**src/rtl/sys_ctrl_pkg.sv**
```systemverilog
`default_nettype none
// +----------------------------------------------------------------------------+
// | sys_ctrl_pkg : command codes, FSM states and register indices for sys_ctrl |
// | Revision 1.0                                                               |
// +----------------------------------------------------------------------------+
package sys_ctrl_pkg;

  typedef enum logic [3:0] {
    IDLE     = 4'd0,
    WR_ADDR  = 4'd1,
    WR_DATA  = 4'd2,
    RD_ADDR  = 4'd3,
    RD_WAIT  = 4'd4,
    OPA      = 4'd5,
    OPB      = 4'd6,
    FUNC     = 4'd7,
    ALU_WAIT = 4'd8,
    SEND_LO  = 4'd9,
    SEND_HI  = 4'd10
  } state_e;

  localparam logic [7:0] CMD_RF_WR   = 8'hAA;
  localparam logic [7:0] CMD_RF_RD   = 8'hBB;
  localparam logic [7:0] CMD_ALU_OP  = 8'hCC;
  localparam logic [7:0] CMD_ALU_NOP = 8'hDD;

  localparam int unsigned OPA_ADDR = 0;
  localparam int unsigned OPB_ADDR = 1;

endpackage : sys_ctrl_pkg
`default_nettype wire

```
**src/rtl/sys_ctrl.sv**
```systemverilog
`default_nettype none
// +----------------------------------------------------------------------------+
// | sys_ctrl : UART command sequencer driving the register file and the ALU    |
// | Revision 1.0                                                               |
// +----------------------------------------------------------------------------+
module sys_ctrl
  import sys_ctrl_pkg::*;
#(
  parameter int WIDTH  = 8,
  parameter int ADDR_W = 4,
  parameter int FUNC_W = 4
) (
  input  logic                 clk,
  input  logic                 reset_n,
  input  logic [WIDTH-1:0]     rx_data_in,
  input  logic                 rx_valid_in,
  output logic [ADDR_W-1:0]    rf_addr_out,
  output logic                 rf_wr_en_out,
  output logic [WIDTH-1:0]     rf_wr_data_out,
  output logic                 rf_rd_en_out,
  input  logic [WIDTH-1:0]     rf_rd_data_in,
  input  logic                 rf_rd_valid_in,
  output logic                 alu_en_out,
  output logic [FUNC_W-1:0]    alu_func_out,
  input  logic [2*WIDTH-1:0]   alu_result_in,
  input  logic                 alu_valid_in,
  output logic                 tx_wr_en_out,
  output logic [WIDTH-1:0]     tx_wr_data_out,
  input  logic                 tx_full_in,
  output logic                 busy_out
);

  state_e              r_state;
  logic [ADDR_W-1:0]   r_addr;
  logic [2*WIDTH-1:0]  r_result;
  logic                r_send_hi;

  assign busy_out = (r_state != IDLE);

  always_ff @(posedge clk) begin
    if (!reset_n) begin
      r_state        <= IDLE;
      r_addr         <= '0;
      r_result       <= '0;
      r_send_hi      <= 1'b0;
      rf_addr_out    <= '0;
      rf_wr_en_out   <= 1'b0;
      rf_wr_data_out <= '0;
      rf_rd_en_out   <= 1'b0;
      alu_en_out     <= 1'b0;
      alu_func_out   <= '0;
      tx_wr_en_out   <= 1'b0;
      tx_wr_data_out <= '0;
    end else begin
      // All strobes are single-cycle; the cases below re-assert them.
      rf_wr_en_out <= 1'b0;
      rf_rd_en_out <= 1'b0;
      alu_en_out   <= 1'b0;
      tx_wr_en_out <= 1'b0;

      case (r_state)
        IDLE: begin
          if (rx_valid_in) begin
            if (rx_data_in == WIDTH'(CMD_RF_WR))        r_state <= WR_ADDR;
            else if (rx_data_in == WIDTH'(CMD_RF_RD))   r_state <= RD_ADDR;
            else if (rx_data_in == WIDTH'(CMD_ALU_OP))  r_state <= OPA;
            else if (rx_data_in == WIDTH'(CMD_ALU_NOP)) r_state <= FUNC;
          end
        end

        WR_ADDR: begin
          if (rx_valid_in) begin
            r_addr  <= rx_data_in[ADDR_W-1:0];
            r_state <= WR_DATA;
          end
        end

        WR_DATA: begin
          if (rx_valid_in) begin
            rf_wr_en_out   <= 1'b1;
            rf_addr_out    <= r_addr;
            rf_wr_data_out <= rx_data_in;
            r_state        <= IDLE;
          end
        end

        RD_ADDR: begin
          if (rx_valid_in) begin
            rf_rd_en_out <= 1'b1;
            rf_addr_out  <= rx_data_in[ADDR_W-1:0];
            r_state      <= RD_WAIT;
          end
        end

        RD_WAIT: begin
          if (rf_rd_valid_in) begin
            r_result  <= {{WIDTH{1'b0}}, rf_rd_data_in};
            r_send_hi <= 1'b0;
            r_state   <= SEND_LO;
          end
        end

        OPA: begin
          if (rx_valid_in) begin
            rf_wr_en_out   <= 1'b1;
            rf_addr_out    <= ADDR_W'(OPA_ADDR);
            rf_wr_data_out <= rx_data_in;
            r_state        <= OPB;
          end
        end

        OPB: begin
          if (rx_valid_in) begin
            rf_wr_en_out   <= 1'b1;
            rf_addr_out    <= ADDR_W'(OPB_ADDR);
            rf_wr_data_out <= rx_data_in;
            r_state        <= FUNC;
          end
        end

        FUNC: begin
          if (rx_valid_in) begin
            alu_en_out   <= 1'b1;
            alu_func_out <= rx_data_in[FUNC_W-1:0];
            r_state      <= ALU_WAIT;
          end
        end

        ALU_WAIT: begin
          if (alu_valid_in) begin
            r_result  <= alu_result_in;
            r_send_hi <= 1'b1;
            r_state   <= SEND_LO;
          end
        end

        // Read responses are one byte; ALU responses go out LSB first.
        SEND_LO: begin
          if (!tx_full_in) begin
            tx_wr_en_out   <= 1'b1;
            tx_wr_data_out <= r_result[WIDTH-1:0];
            r_state        <= r_send_hi ? SEND_HI : IDLE;
          end
        end

        SEND_HI: begin
          if (!tx_full_in) begin
            tx_wr_en_out   <= 1'b1;
            tx_wr_data_out <= r_result[2*WIDTH-1:WIDTH];
            r_state        <= IDLE;
          end
        end

        default: r_state <= IDLE;
      endcase
    end
  end

endmodule : sys_ctrl
`default_nettype wire
```
**config.mk**
```make
export PLATFORM = sky130hd
export DESIGN_NAME = sys_ctrl
export DESIGN_NICKNAME = d
export VERILOG_FILES = /design/src/rtl/sys_ctrl_pkg.sv /design/src/rtl/sys_ctrl.sv
export SDC_FILE = /design/constraint.sdc
export NUM_CORES = 1
export LEC_CHECK = 0
export CAP_MARGIN = 25
export CORE_MARGIN = 2
export CORE_UTILIZATION = 48
export CTS_CLUSTER_SIZE = 16
export DETAILED_ROUTE_END_ITERATION = 6
export HOLD_SLACK_MARGIN = 0.06
export PLACE_DENSITY = 0.88
export SLEW_MARGIN = 20
export SYNTH_ARGS = -nofsm -noshare
export SYNTH_HDL_FRONTEND = slang
export SYNTH_SLANG_ARGS = --single-unit
export TNS_END_PERCENT = 100
```
**constraint.sdc**
```tcl
create_clock -name clk -period 2.3 [get_ports clk]
set_clock_uncertainty 0.1 [all_clocks]
set_input_delay 0.23 -clock clk [delete_from_list [all_inputs] [get_ports clk]]
set_output_delay 0.23 -clock clk [all_outputs]
set_load 0.005 [all_outputs]
```
==> Yosys cells after proc, flatten, opt, wreduce, memory -nomap -nowiden <==
Index checks and enable logic that the tools add are counted.
{ "word_totals": {"ff_bits": 53, "elab_cells": 88} }
{ "classes": {"eq_ne": 26, "n_mux": 32, "reduce_logical": 18} }
{ "op_table": {"columns": ["operator", "count"], "rows": [
  ["$mux 4", 19],
  ["$pmux 4 s11", 1],
  ["$eq 8x8->1 const B", 4],
  ["$mux 16", 2],
  ["$pmux 16 s2", 1],
  ["$ne 2x2->1 const B", 11],
  ["$eq 4x3->1 const B", 4],
  ["$mux 8", 2],
  ["$pmux 4 s4", 1],
  ["$pmux 8 s2", 1],
  ["$reduce_and 2->1", 7],
  ["$eq 4x4->1 const B", 3],
  ["$reduce_and 12->1", 1],
  ["$eq 4x2->1 const B", 2],
  ["$reduce_bool 4->1", 2],
  ["$reduce_and 3->1", 2],
  ["$ne 5x5->1 const B", 1],
  ["$reduce_and 5->1", 1],
  ["$eq 4x1->1 const B", 1],
  ["$logic_not 4->1", 1],
  ["$mux 1", 4],
  ["$reduce_bool 2->1", 2],
  ["$reduce_or 3->1", 1],
  ["$pmux 1 s2", 1],
  ["$reduce_or 2->1", 1]
]} }

==> Depth between registers and ports, before layout <==
{ "depth": {"ltp_word": 7, "mapped_depth": 8, "ltp_nobuf": 6} }

==> Worst setup path after synthesis <==
OpenSTA, ideal clock, no wires.
{ "synth_timing": {"path_type": "register to register", "from": "register r_state[2]", "to": "register r_result[6]", "arrival_ns": 1.595, "path_slack_ns": 0.526, "stages_incl_launch_ff": 8, "path_buffers": 2, "cell_sequence": "dfxtp_1 buf_6 or2b_4 o22ai_4 a2111oi_4 buf_6 nor2_1 a211oi_2"} }
{ "synth_via": {"elab_chain_len": 3, "elab_cells_between_ends": 7, "cone_classes": "4 x eq/ne; 1 x mux; 2 x reduce/logical"} }
{ "synth_lines": {"columns": ["element", "line_no", "rtl"], "rows": [
  ["start, declared", "sys_ctrl.sv:33", "state_e r_state;"],
  ["start signal, assigned", "sys_ctrl.sv:142", "r_state <= r_send_hi ? SEND_HI : IDLE;"],
  ["$eq 4x4->1 or $eq 4x3->1 (tied branches)", "sys_ctrl.sv:61", "case (r_state)"],
  ["$ne 2x2->1 (no source line) or $reduce_bool 2->1 (tied branches)", null, null],
  ["$reduce_and 3->1 (no source line)", null, null],
  ["end signal, assigned", "sys_ctrl.sv:97", "r_result <= {{WIDTH{1'b0}}, rf_rd_data_in};"],
  ["end signal, assigned", "sys_ctrl.sv:131", "r_result <= alu_result_in;"],
  ["end, declared", "sys_ctrl.sv:35", "logic [2*WIDTH-1:0] r_result;"]
]} }
Several ways; a longest one is shown, not always the timed one.
A chain may end at the register's enable or synchronous reset.

==> Final worst setup path <==
{ "layout_timing": {"from": "register r_state[1]", "to": "output port busy_out"} }
{ "layout_via": {"elab_chain_len": 1} }
{ "layout_lines": {"columns": ["element", "line_no", "rtl"], "rows": [
  ["$reduce_bool 4->1", "sys_ctrl.sv:38", "assign busy_out = (r_state != IDLE);"],
  ["end, declared", "sys_ctrl.sv:30", "output logic busy_out"]
]} }
Every way passes these cells.

==> impl_metrics.toml <==
[floorplanning]
dieArea_mm2 = 0.00583
die_y_um = 76.4
die_x_um = 76.4
rows = 26
start_util = 0.495
ios = 67
core_mm2 = 0.00507

[setup_path]
ff2ff_path_depth = 6
crit_family = "buffers and inverters"
timing.rr.end = "r_result[2]"
cp-end-kind = "primary output"
path_cells = "or2_4 > nor3_1 > inv_1 > clkdlybuf4s50_1"
critPathMaxFanout = 10
critPathSlowestCell = "clkdlybuf4s50_1"
endpoint = "busy_out"
r2r-start = "r_state[2]"
critPathLaunch = "r_state[1]"
worst-path-buf-inv = 2
arrival_ps = 1860
critPathKind = "reg -> out"
cp.depth = 4
required_ps = 1970
start_kind = "flop"
slowest_delay_ps = 460
reg2reg_slack_ps = 220

[timing]
fmax_mhz = 457
relSlewSlack = 0.619
maxSlewViolCount = 0
hold_viol = 0
setup_viol = 0
setup_tns_ps = 0
min_period_ps = 2190
tightest_slew_ps = 571
rsz0062_at_grt = "no"
fin_crit_sh = 0.951

[yosys]
synthesis.nets = 307
synthFlopType = "dfxtp_1"
synth_edf_count = 0
postSynthAreaPerCell_um2 = 9.34
yosysTopAreaCell = "dfxtp_1"
syn_area_mm2 = 0.00251
synthCells = 269
ys_ff_latch = 53
yosysWarnings = 0
yosys.area.top_type_share = 0.422
ys_types = 50
netlist_top_cells_area = "dfxtp_1 (42%), mux2i_1 (13%), nor2_1 (7.2%)"
async_flop_share = 0
ys_seq_area_frac = 0.422
ys_top_cells_by_count = "dfxtp_1 (53), nor2_1 (48), mux2i_1 (33)"
synth_most_common_cell = "dfxtp_1"

[routing]
drtIter0Drc = 170
wl_per_cell_um = 14.5
drt-vias-per-instance = 5.49
drc = 0
wl_um = 5910
ant_nets = 0
dr.pass1.iters = 5
dr_total_vias = 2236

[clocking]
clockRootBuffer = "clkbuf_8"
cts_tree = "yes"
cts_hold_buffers = 0
ctsResizeCount = 0
cts_buffers = 5
ctsHtreeMaxLevel = 2
postCtsSetupRepairBufs = 0
insertion_delay_ps = 300
cts_buffer_depth = 2
clk_pin_slew_ps = 100
cts_sinks = 53

[place]
hpwlAfterDp_um = 4260
place.gp.congestion = 0.828
place_area_mm2 = 0.00328
numPortBuffers = 66

[pwr]
power_uw = 3230
leakage_uw = 0.00117
powerDensity_mw_per_mm2 = 948
vdd_ir_drop_max_uv = 515

[finish]
diodes = 0
final_core_util = 0.672
final_area_mm2 = 0.00341
drive_gt1_frac = 0.110
nNetsFinal = 374
areaGrowthSynthToFinish_pct = 35.7

[global_routing]
grt_max_degree = 38
grt_pass1_wl_um = 10000
grt_overflow = 0
antenna_found_initial = 0
first_global_vias = 2168
grt.total_usage = 0.207

[status]
status = "completed"

[run]
max-cap-violations = 0

[worst_hold_path]
hp-class = "reg -> reg"
hold_depth = 2
tightest hold or removal path, cell delays in order (launching register included):
cell and delay [ps]:
dfxtp_1 320, nor2_1 90, a211oi_1 50
worst min path at each step:
| stage | from | end | slack (ps) |
|---|---|---|---|
| 6_report | tx_wr_data_out[2] | tx_wr_data_out[2] | 400 |
| 5_1_grt | r_result[12] | r_result[12] | 430 |
| 4_1_cts | tx_wr_data_out[2] | tx_wr_data_out[2] | 400 |
| 3_5_place_dp | rf_addr_out[1] | rf_addr_out[1] | 390 |
| 3_3_place_gp | alu_func_out[0] | alu_func_out[0] | 380 |
| 2_1_floorplan | rx_data_in[0] | r_addr[0] | 270 |
area by class of cell:
cell class / count / area, um2
Sequential cell: 53 / 1060
Fill cell: 403 / 1660
Timing Repair Buffer: 80 / 778
Clock buffer: 5 / 68.8
Multi-Input combinational cell: 193 / 1340
Inverter: 3 / 11.3
Tap cell: 70 / 87.6
Clock inverter: 3 / 65.1
registers in the layout (all words and copies together), names as in the netlist:
signal / cells
alu_func_out: 4
r_send_hi: 1
tx_wr_data_out: 8
r_addr: 4
r_state: 4
alu_en_out: 1
rf_wr_en_out: 1
rf_wr_data_out: 8
rf_addr_out: 4
rf_rd_en_out: 1
r_result: 16
tx_wr_en_out: 1
cells by family (layout without fill, tap and decap cells):
kind of cell	Yosys count	in the layout	synth area share
XOR/XNOR	3	3	0.0105
flip-flops	53	53	0.422
buffers and inverters	23	91	0.0458
AND/OR/NAND/NOR	95	95	0.190
multiplexers	35	35	0.140
AO/OA/AOI/OAI	60	60	0.192
stage by stage:
step           hold WS [ps]  std cells  setup slack, ps
6_report                402        407              112
5_1_grt                 434        407             24.6
4_1_cts                 404        407             73.0
3_5_place_dp            387        399             30.6
3_3_place_gp            377        399              131
2_1_floorplan           266        269              526
metal layers:
layer / up-vias / global-route usage / routed length [um]
li1: 1096 / - / -
met1: 1060 / 0.274 / 2740
met2: 72 / 0.354 / 2830
met3: 8 / 0.0296 / 273
met4: 0 / 0.0600 / 62
met5: - / 0 / 0
placed cells by master, fill, tap and decap left out, drive strengths merged, types with 3 or more instances in the layout:
cell type      count
nor3b              4
clkdlybuf4s50     66
nand2             16
a211oi            17
and2               4
a21oi              6
o21ai              9
a22oi             11
clkbuf             5
buf               14
mux2i             33
o2bb2ai            4
nor2              50
inv                3
nor3               6
dfxtp             53
where the power goes:
group / internal [uW] / total [uW] / switching, uW
Sequential: 1040 / 1170 / 129
Combinational: 634 / 1320 / 688
Clock: 432 / 739 / 306
Total: 2110 / 3230 / 1120
(Power assumes the default switching activity.)
